===== config.mk =====
export PLATFORM = sky130hd
export DESIGN_NAME = matrix_stream_loader
export DESIGN_NICKNAME = d
export VERILOG_FILES = /design/src/rtl/matrix_stream_loader.sv
export SDC_FILE = /design/constraint.sdc
export NUM_CORES = 1
export LEC_CHECK = 0
export BUFFER_PORTS_ARGS = -buffer_cell sky130_fd_sc_hd__buf_2
export CORE_ASPECT_RATIO = 0.9
export CORE_MARGIN = 8
export CORE_UTILIZATION = 39
export DETAILED_ROUTE_END_ITERATION = 16
export RECOVER_POWER = 25
export SLEW_MARGIN = 15
export SYNTH_ARGS = -nofsm -noshare
export SYNTH_HDL_FRONTEND = slang
export SYNTH_SLANG_ARGS = --single-unit

===== constraint.sdc =====
create_clock -name clock -period 8.97 [get_ports clock]
set_clock_uncertainty 0.05 [all_clocks]
set_input_delay 0.4485 -clock clock [delete_from_list [all_inputs] [get_ports clock]]
set_output_delay 0.4485 -clock clock [all_outputs]
set_load 0.005 [all_outputs]

===== src/rtl/matrix_stream_loader.sv =====
// Header-driven operand fetch: reads an op header, then streams operand A and B words
// from memory through a 2-entry tagged FIFO onto a valid/ready channel.
module matrix_stream_loader #(
  parameter int ADDR_WIDTH = 8,
  parameter int DATA_WIDTH = 32
) (
  input  logic                  clock,
  input  logic                  reset_n,
  input  logic                  start,
  input  logic [ADDR_WIDTH-1:0] base_addr,
  output logic                  busy,
  output logic                  done,
  output logic                  error,
  output logic [3:0]            opcode,
  output logic [6:0]            a_rows,
  output logic [6:0]            a_cols,
  output logic [6:0]            b_rows,
  output logic [6:0]            b_cols,
  output logic                  mem_read,
  output logic [ADDR_WIDTH-1:0] mem_address,
  input  logic [DATA_WIDTH-1:0] mem_readdata,
  output logic                  out_valid,
  input  logic                  out_ready,
  output logic [DATA_WIDTH-1:0] out_data,
  output logic                  out_sel,
  output logic                  out_last
);

  typedef enum logic [2:0] {
    ST_IDLE     = 3'd0,
    ST_HDR_REQ  = 3'd1,
    ST_HDR_WAIT = 3'd2,
    ST_FETCH    = 3'd3,
    ST_DRAIN    = 3'd4,
    ST_DONE     = 3'd5
  } state_t;

  state_t                  state_r;
  logic [ADDR_WIDTH-1:0]   base_r;
  logic [13:0]             na_r;
  logic [13:0]             nb_r;
  logic [14:0]             issue_cnt_r;
  logic                    pend_r;
  logic                    tag_sel_r;
  logic                    tag_last_r;
  logic [1:0]              fifo_count_r;
  logic [DATA_WIDTH-1:0]   tail_data_r;
  logic                    tail_sel_r;
  logic                    tail_last_r;

  logic [6:0]              hdr_ar_s;
  logic [6:0]              hdr_ac_s;
  logic [6:0]              hdr_br_s;
  logic [6:0]              hdr_bc_s;
  logic                    hdr_zero_s;
  logic [13:0]             hdr_na_s;
  logic [13:0]             hdr_nb_s;
  logic [14:0]             total_s;
  logic                    push_s;
  logic                    pop_s;
  logic [1:0]              count_after_s;
  logic                    fetch_done_s;
  logic                    can_issue_s;
  logic                    issue_sel_s;
  logic                    issue_last_s;
  logic [ADDR_WIDTH-1:0]   issue_addr_s;

  // A word closes its operand when it is the final A element or the final B element
  function automatic logic is_last_word(input logic [14:0] idx, input logic [13:0] na,
                                        input logic [13:0] nb);
    logic [14:0] na_w;
    logic [14:0] tot_w;
    na_w  = {1'b0, na};
    tot_w = na_w + {1'b0, nb};
    return (idx == na_w - 15'd1) || (idx == tot_w - 15'd1);
  endfunction

  // Header decode, FIFO occupancy forecast and read-issue decision
  always_comb begin
    hdr_ar_s     = mem_readdata[27:21];
    hdr_ac_s     = mem_readdata[20:14];
    hdr_br_s     = mem_readdata[13:7];
    hdr_bc_s     = mem_readdata[6:0];
    hdr_zero_s   = (hdr_ar_s == 7'd0) || (hdr_ac_s == 7'd0) ||
                   (hdr_br_s == 7'd0) || (hdr_bc_s == 7'd0);
    hdr_na_s     = {7'd0, hdr_ar_s} * {7'd0, hdr_ac_s};
    hdr_nb_s     = {7'd0, hdr_br_s} * {7'd0, hdr_bc_s};
    total_s      = {1'b0, na_r} + {1'b0, nb_r};
    push_s       = pend_r;
    pop_s        = out_valid & out_ready;
    case ({push_s, pop_s})
      2'b10:   count_after_s = fifo_count_r + 2'd1;
      2'b01:   count_after_s = fifo_count_r - 2'd1;
      default: count_after_s = fifo_count_r;
    endcase
    fetch_done_s = (issue_cnt_r == total_s);
    // One read outstanding at most; the next goes out only once its slot is guaranteed
    if ((state_r == ST_FETCH) && !fetch_done_s && !mem_read && (count_after_s < 2'd2)) begin
      can_issue_s = 1'b1;
    end else begin
      can_issue_s = 1'b0;
    end
    issue_sel_s  = (issue_cnt_r >= {1'b0, na_r});
    issue_last_s = is_last_word(issue_cnt_r, na_r, nb_r);
    issue_addr_s = base_r + ADDR_WIDTH'(issue_cnt_r + 15'd1);
  end

  // Load sequencer: header fetch, element read issue, drain and completion
  always_ff @(posedge clock or negedge reset_n) begin
    if (!reset_n) begin
      state_r     <= ST_IDLE;
      base_r      <= '0;
      na_r        <= 14'd0;
      nb_r        <= 14'd0;
      issue_cnt_r <= 15'd0;
      pend_r      <= 1'b0;
      tag_sel_r   <= 1'b0;
      tag_last_r  <= 1'b0;
      busy        <= 1'b0;
      done        <= 1'b0;
      error       <= 1'b0;
      opcode      <= 4'd0;
      a_rows      <= 7'd0;
      a_cols      <= 7'd0;
      b_rows      <= 7'd0;
      b_cols      <= 7'd0;
      mem_read    <= 1'b0;
      mem_address <= '0;
    end else begin
      pend_r <= mem_read && (state_r == ST_FETCH);
      case (state_r)
        ST_IDLE: begin
          done <= 1'b0;
          if (start) begin
            base_r      <= base_addr;
            error       <= 1'b0;
            busy        <= 1'b1;
            mem_read    <= 1'b1;
            mem_address <= base_addr;
            issue_cnt_r <= 15'd0;
            state_r     <= ST_HDR_REQ;
          end
        end
        ST_HDR_REQ: begin
          mem_read <= 1'b0;
          state_r  <= ST_HDR_WAIT;
        end
        ST_HDR_WAIT: begin
          opcode <= mem_readdata[31:28];
          a_rows <= hdr_ar_s;
          a_cols <= hdr_ac_s;
          b_rows <= hdr_br_s;
          b_cols <= hdr_bc_s;
          na_r   <= hdr_na_s;
          nb_r   <= hdr_nb_s;
          if (hdr_zero_s) begin
            error   <= 1'b1;
            busy    <= 1'b0;
            done    <= 1'b1;
            state_r <= ST_DONE;
          end else begin
            state_r <= ST_FETCH;
          end
        end
        ST_FETCH: begin
          if (fetch_done_s) begin
            mem_read <= 1'b0;
            state_r  <= ST_DRAIN;
          end else if (can_issue_s) begin
            mem_read    <= 1'b1;
            mem_address <= issue_addr_s;
            tag_sel_r   <= issue_sel_s;
            tag_last_r  <= issue_last_s;
            issue_cnt_r <= issue_cnt_r + 15'd1;
          end else begin
            mem_read <= 1'b0;
          end
        end
        ST_DRAIN: begin
          mem_read <= 1'b0;
          if ((fifo_count_r == 2'd0) && !pend_r) begin
            busy    <= 1'b0;
            done    <= 1'b1;
            state_r <= ST_DONE;
          end
        end
        ST_DONE: begin
          done    <= 1'b0;
          state_r <= ST_IDLE;
        end
        default: begin
          mem_read <= 1'b0;
          busy     <= 1'b0;
          done     <= 1'b0;
          state_r  <= ST_IDLE;
        end
      endcase
    end
  end

  // Two-entry FIFO; the head lives directly in the out_* registers so it holds under stall
  always_ff @(posedge clock or negedge reset_n) begin
    if (!reset_n) begin
      fifo_count_r <= 2'd0;
      out_valid    <= 1'b0;
      out_data     <= '0;
      out_sel      <= 1'b0;
      out_last     <= 1'b0;
      tail_data_r  <= '0;
      tail_sel_r   <= 1'b0;
      tail_last_r  <= 1'b0;
    end else begin
      fifo_count_r <= count_after_s;
      out_valid    <= (count_after_s != 2'd0);
      case ({push_s, pop_s})
        2'b10: begin
          if (fifo_count_r == 2'd0) begin
            out_data <= mem_readdata;
            out_sel  <= tag_sel_r;
            out_last <= tag_last_r;
          end else begin
            tail_data_r <= mem_readdata;
            tail_sel_r  <= tag_sel_r;
            tail_last_r <= tag_last_r;
          end
        end
        2'b01: begin
          out_data <= tail_data_r;
          out_sel  <= tail_sel_r;
          out_last <= tail_last_r;
        end
        2'b11: begin
          if (fifo_count_r == 2'd1) begin
            out_data <= mem_readdata;
            out_sel  <= tag_sel_r;
            out_last <= tag_last_r;
          end else begin
            out_data    <= tail_data_r;
            out_sel     <= tail_sel_r;
            out_last    <= tail_last_r;
            tail_data_r <= mem_readdata;
            tail_sel_r  <= tag_sel_r;
            tail_last_r <= tag_last_r;
          end
        end
        default: begin
          out_data <= out_data;
        end
      endcase
    end
  end

endmodule


; ---- Word-level counts from Yosys, hierarchy flattened
; Index checks and enable logic that the tools add are counted.
[totals]
register_bits = 172
out_inout_bits = 79
wordCells = 144
inputBits = 44
[op_classes]
mul = 2
bitwise = 5
addsub = 7
magnitude_cmp = 2
muxes = 45
eq_ne = 21
reduce_logical = 36
[op_table]
columns = op, count
row1 = $mux W32, 4
row2 = $pmux W32 S3, 1
row3 = $pmux W32 S2, 1
row4 = $eq A15 B15 Y1, 3
row5 = $mux W15, 3
row6 = $pmux W15 S2, 1
row7 = $logic_not A7 Y1, 4
row8 = $mul A7 B7 Y14, 2
row9 = $mux W8, 3
row10 = $ne A2 B2 Y1 const B, 9
row11 = $mux W1, 17
row12 = $pmux W8 S2, 1
row13 = $add A14 B14 Y15, 1
row14 = $add A15 B1 Y15 const B, 1
row15 = $ge A15 B14 Y1, 1
row16 = $pmux W3 S5, 1
row17 = $reduce_and A3 Y1, 5
row18 = $sub A14 B1 Y15 const B, 1
row19 = $sub A15 B1 Y15 const B, 1
row20 = $mux W3, 4
row21 = $pmux W1 S3, 4
row22 = $add A8 B8 Y8, 1
row23 = $reduce_and A4 Y1, 2
row24 = $reduce_bool A2 Y1, 4
row25 = other kinds (22), 43

; ---- Longest topological paths before layout
; Gate-level depths: netlist (run 1).
[logic_depth]
ltp_word = 10
mapped_depth = 20
mapped_depth_nobuf = 19

; ---- Least setup slack after synthesis (run 1)
; Ideal clock, no wire load.
[synth_path]
path_type = input to register
startpoint = in mem_readdata[17]
endpoint = reg na_r[13]
arrival_time_ps = 4459
stages = 18
setup_ps = 133
required_ps = 8787
slack_ps = 4328
n_path_buf = 1
path_cell_list = clkbuf_1 and2_1 fa_1 inv_1 fa_1 inv_1 fa_1 inv_1 fa_1 inv_1 ha_1 a21oi_1 nor2b_1 o21a_1 o31a_1 o41ai_1 xnor2_1 o21ai_0
[synth_via]
elab_chain_len = 1
[synth_rtl]
columns = item, line
row1 = from (decl), 21  ; input logic [DATA_WIDTH-1:0] mem_readdata,
row2 = $mul A7 B7 Y14, 86  ; hdr_na_s = {7'd0, hdr_ar_s} * {7'd0, hdr_ac_s};
row3 = to (signal assigned), 154  ; na_r <= hdr_na_s;
row4 = to (decl), 40  ; logic [13:0] na_r;
; No other way between the ends.
; A chain may end at the register's enable or synchronous reset.

; ---- Worst setup path in the final report (run 1)
[layout_path]
startpoint = reg na_r[4]
endpoint = reg issue_cnt_r[10]
[layout_via]
elab_chain_len = 9
[layout_rtl]
columns = item, line
row1 = $add A14 B14 Y15 *, 88  ; total_s = {1'b0, na_r} + {1'b0, nb_r};
row2 = $eq A15 B15 Y1 *, 96  ; fetch_done_s = (issue_cnt_r == total_s);
row3 = $logic_not A1 Y1, 98  ; if ((state_r == ST_FETCH) && !fetch_done_s && !mem_read && (count_after_s < 2'd2)) begin
row4 = $logic_and A1 B1 Y1 (3 in a row), 98
row5 = $mux W1, 98
row6 = $ne A2 B2 Y1 (no line), -
row7 = $reduce_and A4 Y1 (no line) *, -
row8 = to (signal assigned), 174  ; issue_cnt_r <= issue_cnt_r + 15'd1;
row9 = to (decl), 42  ; logic [14:0] issue_cnt_r;
; Every way passes the cells marked *; elsewhere a longest branch is shown, timed or not.

==> results of run 1 <==
[critical path, cell delays in order (launching register included)]
cell and delay (ns):
dfrtp_1 0.48, ha_1 0.51, and3_1 0.28, a221oi_1 0.63, xnor2_1 0.27, nor4_1 0.35, nand3_1 0.15, nor3_1 0.19
and4_1 0.49, a21o_1 0.87, o21ai_0 0.22, a21oi_1 0.21
[logic make-up (layout without fill, tap and decap cells)]
family                     Yosys count  after routing  share of synthesized area (%)
DFF                                172            172                           33.3
xor gates and xnor gates            82             82                           5.89
muxes                               43             43                           3.69
AOI/OAI and AO/OA                  295            295                           15.0
adders and majority gates          157            157                           18.1
buffers and inverters              179            256                           5.77
and+or+nand+nor                    501            501                           18.3
[flip-flops by register name, indices dropped and copies added (netlist names), 2 cells and up]
| name | cells |
|---|---|
| nb_r | 14 |
| issue_cnt_r | 15 |
| opcode | 4 |
| fifo_count_r | 2 |
| a_rows | 7 |
| a_cols | 7 |
| na_r | 14 |
| b_cols | 7 |
| tail_data_r | 32 |
| b_rows | 7 |
| base_r | 8 |
| mem_address | 8 |
| state_r | 3 |
| out_data | 32 |
[power breakdown]
part | internal [uW] | switching [uW]
clock network | 379 | 356
registers | 1150 | 308
logic | 1380 | 1870
total | 2900 | 2530
[synthesized netlist by cell type (7+ instances only)]
master | number | area [sq um]
o21a_1 | 10 | 75.1
and2_1 | 75 | 469
ha_1 | 107 | 1340
nand2_1 | 260 | 976
inv_1 | 91 | 342
xnor2_1 | 48 | 420
mux2_2 | 37 | 417
o21ai_0 | 97 | 485
a22oi_1 | 38 | 285
a21oi_1 | 55 | 275
nand3_1 | 21 | 105
nor4_1 | 12 | 75.1
nor3_1 | 17 | 85.1
clkbuf_1 | 70 | 263
o21bai_1 | 13 | 97.6
dfrtp_1 | 172 | 4300
or4_1 | 7 | 52.6
xor2_1 | 31 | 272
nor2b_1 | 10 | 62.6
a21o_1 | 16 | 120
and3_1 | 9 | 56.3
fa_1 | 50 | 1000
nor2_1 | 49 | 184
[how the worst max path moves through the flow]
stage,startpoint,end,slack (ns),cells past startpoint
global placement,mem_readdata[17],na_r[13],4.14,18
global route,na_r[4],issue_cnt_r[10],3.81,11
CTS,na_r[4],issue_cnt_r[10],4.22,10
finish,na_r[4],issue_cnt_r[10],4.17,11
floorplan,mem_readdata[17],na_r[13],4.33,18
detailed placement,mem_readdata[17],na_r[13],4.10,18
[metrics by stage]
step / setup WS (ns) / std cells / area [sq um] / hold WS [ns] / utilization [%]
6_report: 4.17 / 1928 / 14300 / 0.167 / 43.7
5_1_grt: 3.81 / 1928 / 14300 / 0.156 / 43.7
4_1_cts: 4.22 / 1928 / 14400 / 0.145 / 43.8
3_5_place_dp: 4.10 / 1895 / 13800 / 0.389 / 42.0
3_3_place_gp: 4.14 / 1895 / 13800 / 0.378 / 42.0
2_1_floorplan: 4.33 / 1429 / 12900 / 0.103 / -
[what timing repair did]
action                                  in CTS  in global routing
hold buffers                                 1                  0
endpoints found under the hold margin       48                  0
endpoints found under the setup margin       0                  0
[cell type report]
type                    instances  area [sq um]  share of cell area, %
well taps                     422           528                   3.69
clock inverters                14           144                   1.01
repair buffers                133           639                   4.47
flip-flops and latches        172          4300                   30.1
clock buffers                  18           439                   3.07
multi-input cells            1078          7920                   55.3
inverters                      91           342                   2.39
[routing by layer]
metal	GRT usage, %	wire length, microns	up-vias
met1	22.7	15400	5015
met2	28.4	15600	204
met5	0	10	-
met3	2.47	1340	26
met4	4.39	466	2
li1	-	-	4993
==> metrics, run 1 <==
outcome=complete, but fails checks; failing checks=max-capacitance violations, max-slew violations; EDFF count, synth=0; reg-to-reg slack, setup=4.17 ns; number of top-level pins=123; setup_tns=0 ns; P_leak=just under 0.007 uW; Synth Cell Area=around 13000 sq um; Placer Congestion=0.857; FILL cells=~3200; Hold Startpoint=base_addr[5]; Post-CTS Repair Setup Buffers=0; Register-to-Register Path Depth=11; Layout Nets=about 1700; largest net degree at the start of global routing=74; Max FO, Critical Path=37; Critical R2R Capture=issue_cnt_r[10]; Hold Path End=base_r[5]; clock tree buffer depth=2; total CTS buffers=17; Reg clk slew, reported paths=approximately 0.070 ns; worst-margin pin slew=between 2 and 3 ns; cells after synthesis=around 1400; Synth Area per Inst=9.05 sq um; Power Total=between 5000 and 6000 uW; commonest non-fill, non-tap cell in the layout=nand2_1; Tcrit/Tclk final=53.6%; max-cap viol count=1; required time worst endpoint=between 9 and 10 ns; post-CTS sizing=0; H-tree lvl count=4; Wirelength per Cell=roughly 17 microns; final wirelength=about 33000 microns; PortBufs=roughly 120; die span in x=208 microns; starting density of the core=~40%; Synthesized Nets=roughly 1600; Global Route Usage Sum=16.9%; Iter 0 DRT Violations=roughly 800; Die Y=~190 microns; post-DP HPWL=between 20000 and 25000 microns; total die area=39200 sq um; pwr/cell area=around 380 nW/um^2; Crit Path Class=reg -> reg; #FFs+latches synth=~170; worst hold stages=3; layout cells sized above 1=roughly 13%; Congestion Overflow GR=0; worst vdd ir=0.170 mV; Distinct cells, synth=80; Post-DRT Antenna Nets=0; minimum clock period after layout=between 4 and 5 ns; Fin. Hold Viols=0; number of global-route vias before repair=between 10000 and 15000; ys async rst share=100%; via/cell ratio=roughly 5.3; clock root buffer=clkbuf_16; # DRC=0; FP Rows=63; Slew HR=-97.8%; Min-Delay Path Class=in -> reg; Ys Warns=0; Num Clock Sinks=172; Fmax=approximately 210 MHz; clock tree from TritonCTS=built; first-pass GRT wire length=roughly 54000 microns; Crit. End Element=flop; kind of start point of the critical path=flop; Seq/Total Area, Yosys=around a third; initial antenna violation count=1; Worst Path Arrival=roughly 5.1 ns; vias=10200; final setup violation count=0; clk_lat worst skew=around 0.43 ns; Synth Flop Type=dfrtp_1; fin. max-slew vios=between 50 and 60; unrepaired setup endpoints after global routing=false; commonest non-fill, non-tap cells in the layout=nand2_1, dfrtp_1, ha_1; drt pass-1 iters=5; Area Overhead vs Synth=10.7%; Placeable Area=roughly 33000 sq um; Worst R2R Start=na_r[4]; n_diodes=0
(Power assumes the default switching activity.)
==> run 2: changes to the inputs <==
- clock period: 8.97 -> 4.3 ns (I/O delays scaled with it)
==> run 2 against run 1 <==
Effect of this change:
- the run still ends with max-capacitance violations, max-slew violations left
- fmax up 19%
- power grew 120%
- register-to-register slack lost 3.9 ns
- routed wire length up 3.6%
- worst hold slack lost 0.12 ns
- sequential cell count unchanged
- first-iteration DRC count down 32%
- highest routed layer is now met4
==> metrics, run 2 (same netlist as run 1, synthesis figures left out) <==
Post-CTS Repair Setup Buffers=0 (unchanged); Post-DRT Antenna Nets=0 (unchanged); total CTS buffers=17 (unchanged); DR top layer=met4 (was met5); first-pass GRT wire length=55800 microns (was 54500 microns); n_diodes=0 (unchanged); minimum hold slack=0.0498 ns (was 0.167 ns); post-DP HPWL=25200 microns (was 24400 microns); Wirelength per Cell=17.0 microns (about the same); number of global-route vias before repair=10500 (was 10300); Congestion Overflow GR=0 (unchanged); failing checks=max-capacitance violations, max-slew violations (unchanged); Placer Congestion=0.853 (was 0.857); Worst R2R Start=na_r[0] (was na_r[4]); clk_lat worst skew=0.43 ns (about the same); setup_tns=0 ns (unchanged); CP bufs+invs=1 (was 0); clock root buffer=clkbuf_16 (unchanged); clock tree buffer depth=2 (unchanged); Num Clock Sinks=172 (unchanged); met1 WL=16300 microns (was 15400 microns); via/cell ratio=5.26 (was 5.31); metal3 WL=951 microns (was 1340 microns); Setup WS pre-CTS=-0.116 ns (was 4.10 ns); commonest non-fill, non-tap cells in the layout=nand2_1, dfrtp_1, ha_1 (unchanged); Global Route Usage Sum=17.4% (was 16.9%); Die Y=189 microns (unchanged); # DRC=0 (unchanged); biggest regs=out_data (32), tail_data_r (32), issue_cnt_r (15) (unchanged); Reg clk slew, reported paths=0.07 ns (about the same); minimum clock period after layout=4.03 ns (was 4.80 ns); drt pass-1 iters=8 (was 5); required time worst endpoint=4.61 ns (was 9.26 ns); clock tree from TritonCTS=built (unchanged); Critical Path Source=na_r[0] (was na_r[4]); commonest non-fill, non-tap cell in the layout=nand2_1 (unchanged); layout cells sized above 1=17.0% (was 12.9%); worst-margin pin slew=2.43 ns (was 2.97 ns); Crit. End Element=flop (unchanged); number of top-level pins=123 (unchanged); max-cap viol count=1 (unchanged); Fmax=248 MHz (was 208 MHz); Hold Startpoint=mem_readdata[0] (was base_addr[5]); crit-path max cell delay=0.50 ns (was 0.87 ns); Iter 0 DRT Violations=554 (was 814); final setup violation count=0 (unchanged); unrepaired setup endpoints after global routing=false (unchanged); final wirelength=34000 microns (was 32800 microns); Layout Nets=1767 (was 1694); Crit Path Class=reg -> reg (unchanged); starting density of the core=39.4% (unchanged); Placeable Area=32800 sq um (unchanged); Slew HR=-62.1% (was -97.8%); worst setup margin=0.266 ns (was 4.17 ns); kind of start point of the critical path=flop (unchanged); Min-Delay Path Class=in -> reg (unchanged); Worst Path Arrival=4.34 ns (was 5.09 ns); vias=10500 (was 10200); Max FO, Critical Path=10 (was 37); fin. max-slew vios=95 (was 51); initial antenna violation count=0 (was 1); CP Cell Sequence=ha_1 -> inv_1 -> fa_1 -> nand2b_2 -> a2111oi_4 -> nor2_2 -> a211oi_4 -> xor2_2 -> nor3_1 -> and4_2 -> a211o_1 -> or4_1 -> a21oi_1 (was ha_1 -> and3_1 -> a221oi_1 -> xnor2_1 -> nor4_1 -> nand3_1 -> nor3_1 -> and4_1 -> a21o_1 -> o21ai_0 -> a21oi_1); Power Total=11800 uW (was 5430 uW); Crit-path slowest cell=or4_1 (was a21o_1); H-tree lvl count=4 (unchanged); worst vdd ir=0.349 mV (was 0.170 mV); total die area=39200 sq um (unchanged); FILL cells=3195 (was 3235); Area Overhead vs Synth=16.2% (was 10.7%); Tcrit/Tclk final=93.8% (was 53.6%); die span in x=208 microns (unchanged); PortBufs=122 (unchanged); Fin. Hold Viols=0 (unchanged); outcome=complete, but fails checks (unchanged); final core occ=45.8% (was 43.7%); largest net degree at the start of global routing=95 (was 74); P_leak=0.00716 uW (was 0.00674 uW); FP Rows=63 (unchanged); pwr/cell area=787 nW/um^2 (was 380 nW/um^2); met2 routed WL=16300 microns (was 15600 microns); kind of cell adding the most delay to the critical path=simple AND/OR/NAND/NOR gates (was compound AO/OA/AOI/OAI gates)
## run 2: area by class of cell
cell class,instances,area [sq um],share of cell area [%]
clock buffer,18,429,2.86
clock inverter,14,220,1.47
inverter,91,342,2.27
multi-input combinational,1078,7970,53.0
sequential,172,4300,28.6
tap,422,528,3.51
timing repair buffer,206,1230,8.21
## run 2: worst reg2reg max path, cell delays in order, from the launching register on
cell,delay (ns)
dfrtp_1,0.45
ha_1,0.23
inv_1,0.06
fa_1,0.42
nand2b_2,0.28
a2111oi_4,0.42
nor2_2,0.10
a211oi_4,0.31
xor2_2,0.23
nor3_1,0.08
and4_2,0.31
a211o_1,0.37
or4_1,0.50
a21oi_1,0.15
## run 2: worst paths after layout
path | end | slack (ns) | cells after the start
max in group asynchronous | out_data[21] | 1.46 | 3
setup / recovery | issue_cnt_r[14] | 0.27 | 13
hold reg to reg | mem_address[3] | 0.43 | 2
setup reg to reg | issue_cnt_r[14] | 0.27 | 13
hold / removal | b_cols[0] | 0.05 | 3
min in group asynchronous | fifo_count_r[1] | 0.95 | 2
## run 2: timing repair
| action | 4_1_cts | 5_1_grt |
|---|---|---|
| endpoints found under the setup margin | 0 | 11 |
| hold endpoints to repair | 110 | 0 |
| hold buffers | 15 | 0 |
| resized for setup | 0 | 2 |
## run 2: stage by stage
stage	instance area, sq um	instances
floorplan	13000	1429
global placement	14300	1954
detailed placement	14300	1954
CTS	15100	2001
global route	15000	2001
finish	15000	2001
## run 2: power breakdown
| group | total (uW) | leakage (uW) | switching (uW) | internal, uW |
|---|---|---|---|---|
| combinational | 7080 | 0.00476 | 3980 | 3100 |
| sequential | 3020 | 0.00208 | 621 | 2400 |
| clock | 1730 | 0.000320 | 728 | 1000 |
| total | 11800 | 0.00716 | 5330 | 6500 |
## run 2: metal layers
metal,track usage (%),vias to the layer above
li1,-,5139
met1,23.5,5218
met2,29.5,153
met3,2.33,24
met4,3.66,0
met5,0,-
==> run 3: changes to the inputs <==
- CORE_UTILIZATION: 39 -> 50
- PLACE_DENSITY: default -> 0.76
==> run 3 against run 2 <==
Effect of this change:
- the run still ends with max-capacitance violations, max-slew violations left
- via count up 1.9%
- count of clock-buffer cells in the layout fell by 1
- combinational power about the same
- sequential share of layout area up 0.24 points
- critical path depth is 1 lower
- critical endpoint is now issue_cnt_r[1]
- highest routed layer unchanged
==> metrics, run 3 (same netlist as run 1, synthesis figures left out) <==
outcome=complete, but fails checks (unchanged); failing checks=max-capacitance violations, max-slew violations (unchanged); PortBufs=122 (unchanged); reg-to-reg slack, setup=0.20 ns (was 0.27 ns); required time worst endpoint=4.56 ns (was 4.61 ns); clk_lat worst skew=0.45 ns (was 0.43 ns); Max FO, Critical Path=31 (was 10); Worst Path Arrival=4.35 ns (was 4.34 ns); fin. max-slew vios=74 (was 95); Wirelength per Cell=17.5 microns (was 17.0 microns); largest net degree at the start of global routing=100 (was 95); clock tree from TritonCTS=built (unchanged); initial antenna violation count=0 (unchanged); Worst R2R Start=na_r[0] (unchanged); P_leak=0.00717 uW (was 0.00716 uW); worst setup margin=0.203 ns (was 0.266 ns); kind of start point of the critical path=flop (unchanged); # DRC=0 (unchanged); Register-to-Register Path Depth=12 (was 13); first-pass GRT wire length=55300 microns (was 55800 microns); Post-DRT Antenna Nets=0 (unchanged); setup_tns=0 ns (unchanged); commonest non-fill, non-tap cell in the layout=nand2_1 (unchanged); unrepaired setup endpoints after global routing=false (unchanged); Critical Path Source=na_r[0] (unchanged); minimum clock period after layout=4.10 ns (was 4.03 ns); Global Route Usage Sum=21.8% (was 17.4%); commonest non-fill, non-tap cells in the layout=nand2_1, dfrtp_1, ha_1 (unchanged); Placer Congestion=0.905 (was 0.853); number of global-route vias before repair=10900 (was 10500); pwr/cell area=794 nW/um^2 (was 787 nW/um^2); Tcrit/Tclk final=95.3% (was 93.8%); Layout Nets=1758 (was 1767); Critical R2R Capture=issue_cnt_r[1] (was issue_cnt_r[14]); Fmax=244 MHz (was 248 MHz); Iter 0 DRT Violations=805 (was 554); worst hold stages=3 (unchanged); Hold Path End=a_cols[0] (was b_cols[0]); crit-path max cell delay=0.51 ns (was 0.50 ns); starting density of the core=50.3% (was 39.4%); final wirelength=33600 microns (was 34000 microns); total CTS buffers=17 (unchanged); FP Rows=56 (was 63); Crit-path slowest cell=and4_1 (was or4_1); FILL cells=2236 (was 3195); Placed Area=14100 sq um (was 14300 sq um); minimum hold slack=0.0426 ns (was 0.0498 ns); die span in x=185 microns (was 208 microns); number of top-level pins=123 (unchanged); via/cell ratio=5.59 (was 5.26); drt pass-1 iters=6 (was 8); Crit. End Element=flop (unchanged); post-route cell area=14900 sq um (was 15000 sq um); Area Overhead vs Synth=15.3% (was 16.2%); Setup WS pre-CTS=-0.156 ns (was -0.116 ns); total die area=31300 sq um (was 39200 sq um); final core occ=57.9% (was 45.8%); worst-margin pin slew=1.97 ns (was 2.43 ns); Crit Path Class=reg -> reg (unchanged); Hold Startpoint=mem_readdata[14] (was mem_readdata[0]); clock root buffer=clkbuf_16 (unchanged); H-tree lvl count=4 (unchanged); worst vdd ir=0.364 mV (was 0.349 mV); Slew HR=-31.1% (was -62.1%); Post-CTS Repair Setup Buffers=0 (unchanged); biggest regs=out_data (32), tail_data_r (32), issue_cnt_r (15) (unchanged); CP Cell Sequence=ha_1 -> inv_1 -> fa_1 -> nand2b_2 -> a2111oi_4 -> nor3_1 -> xnor3_4 -> nor4_1 -> and4_1 -> a21o_1 -> buf_4 -> o21ai_0 (was ha_1 -> inv_1 -> fa_1 -> nand2b_2 -> a2111oi_4 -> nor2_2 -> a211oi_4 -> xor2_2 -> nor3_1 -> and4_2 -> a211o_1 -> or4_1 -> a21oi_1); vias=10700 (was 10500); max-cap viol count=1 (unchanged); layout cells sized above 1=17.5% (was 17.0%); Num Clock Sinks=172 (unchanged); Min-Delay Path Class=in -> reg (unchanged); Placeable Area=25700 sq um (was 32800 sq um); Reg clk slew, reported paths=0.09 ns (was 0.07 ns); final setup violation count=0 (unchanged); Congestion Overflow GR=0 (unchanged); Die Y=169 microns (was 189 microns); post-DP HPWL=24400 microns (was 25200 microns); n_diodes=0 (unchanged); clock tree buffer depth=2 (unchanged); Fin. Hold Viols=0 (unchanged)
[run 3: changes by cell type in the layout (fill, tap and decap cells not counted), sizes merged]
| cell | previous run | this run |
|---|---|---|
| clkinv | 1 | 5 |
| bufinv | 4 | 0 |
| dlygate4sd3 | 15 | 13 |
| buf | 154 | 161 |
| clkbuf | 55 | 40 |
| inv | 100 | 101 |
[run 3: where the power goes]
| part | internal, uW | switching, uW |
|---|---|---|
| registers | 2390 | 625 |
| clock network | 836 | 868 |
| logic | 3060 | 4050 |
[run 3: metal layers]
layer / share of wire [%] / up-vias / GRT usage [%]
met5: 0 / - / 0
met4: 2.9 / 0 / 8.10
met3: 3.9 / 68 / 2.91
met2: 48 / 291 / 36.2
met1: 45 / 5253 / 28.6
li1: - / 5118 / -
[run 3: worst max path at each step]
| stage | slack, ns | cells past startpoint | to |
|---|---|---|---|
| after CTS | 0.21 | 11 | issue_cnt_r[1] |
| after floorplan | 0.0001 | 17 | na_r[11] |
| after global routing | 0.006 | 14 | tag_last_r |
| after global placement | -0.07 | 18 | nb_r[13] |
| final | 0.20 | 12 | issue_cnt_r[1] |
| after detailed placement | -0.16 | 19 | nb_r[13] |
[run 3: cell type report]
type,count,area (sq um),area share (%)
Inverter,91,342,2.29
Clock buffer,17,425,2.86
Timing Repair Buffer,197,1190,7.99
Clock inverter,15,236,1.59
Multi-Input combinational cell,1078,7970,53.5
Tap cell,348,435,2.92
Sequential cell,172,4300,28.9
[run 3: through the flow]
step / total power, uW / instances
CTS: 11800 / 1918
finish: 11800 / 1918
global route: 12800 / 1918
global placement: 9830 / 1873
detailed placement: 10000 / 1873
floorplan: 8160 / 1429
[run 3: critical path: cells and delay by family, from the launching register on]
family	cells	cell delay, ns
adder cells (fa/ha/maj)	2	0.65
XOR/XNOR	1	0.38
AO/OA/AOI/OAI	3	0.83
AND/OR/NAND/NOR	4	1.23
flip-flops	1	0.43
buffers and inverters	2	0.38
[run 3: what timing repair did]
item	4_1_cts	5_1_grt
gates resized for setup	0	1
endpoints found under the setup margin	0	17
hold endpoints to repair	89	0
hold buffers	13	0
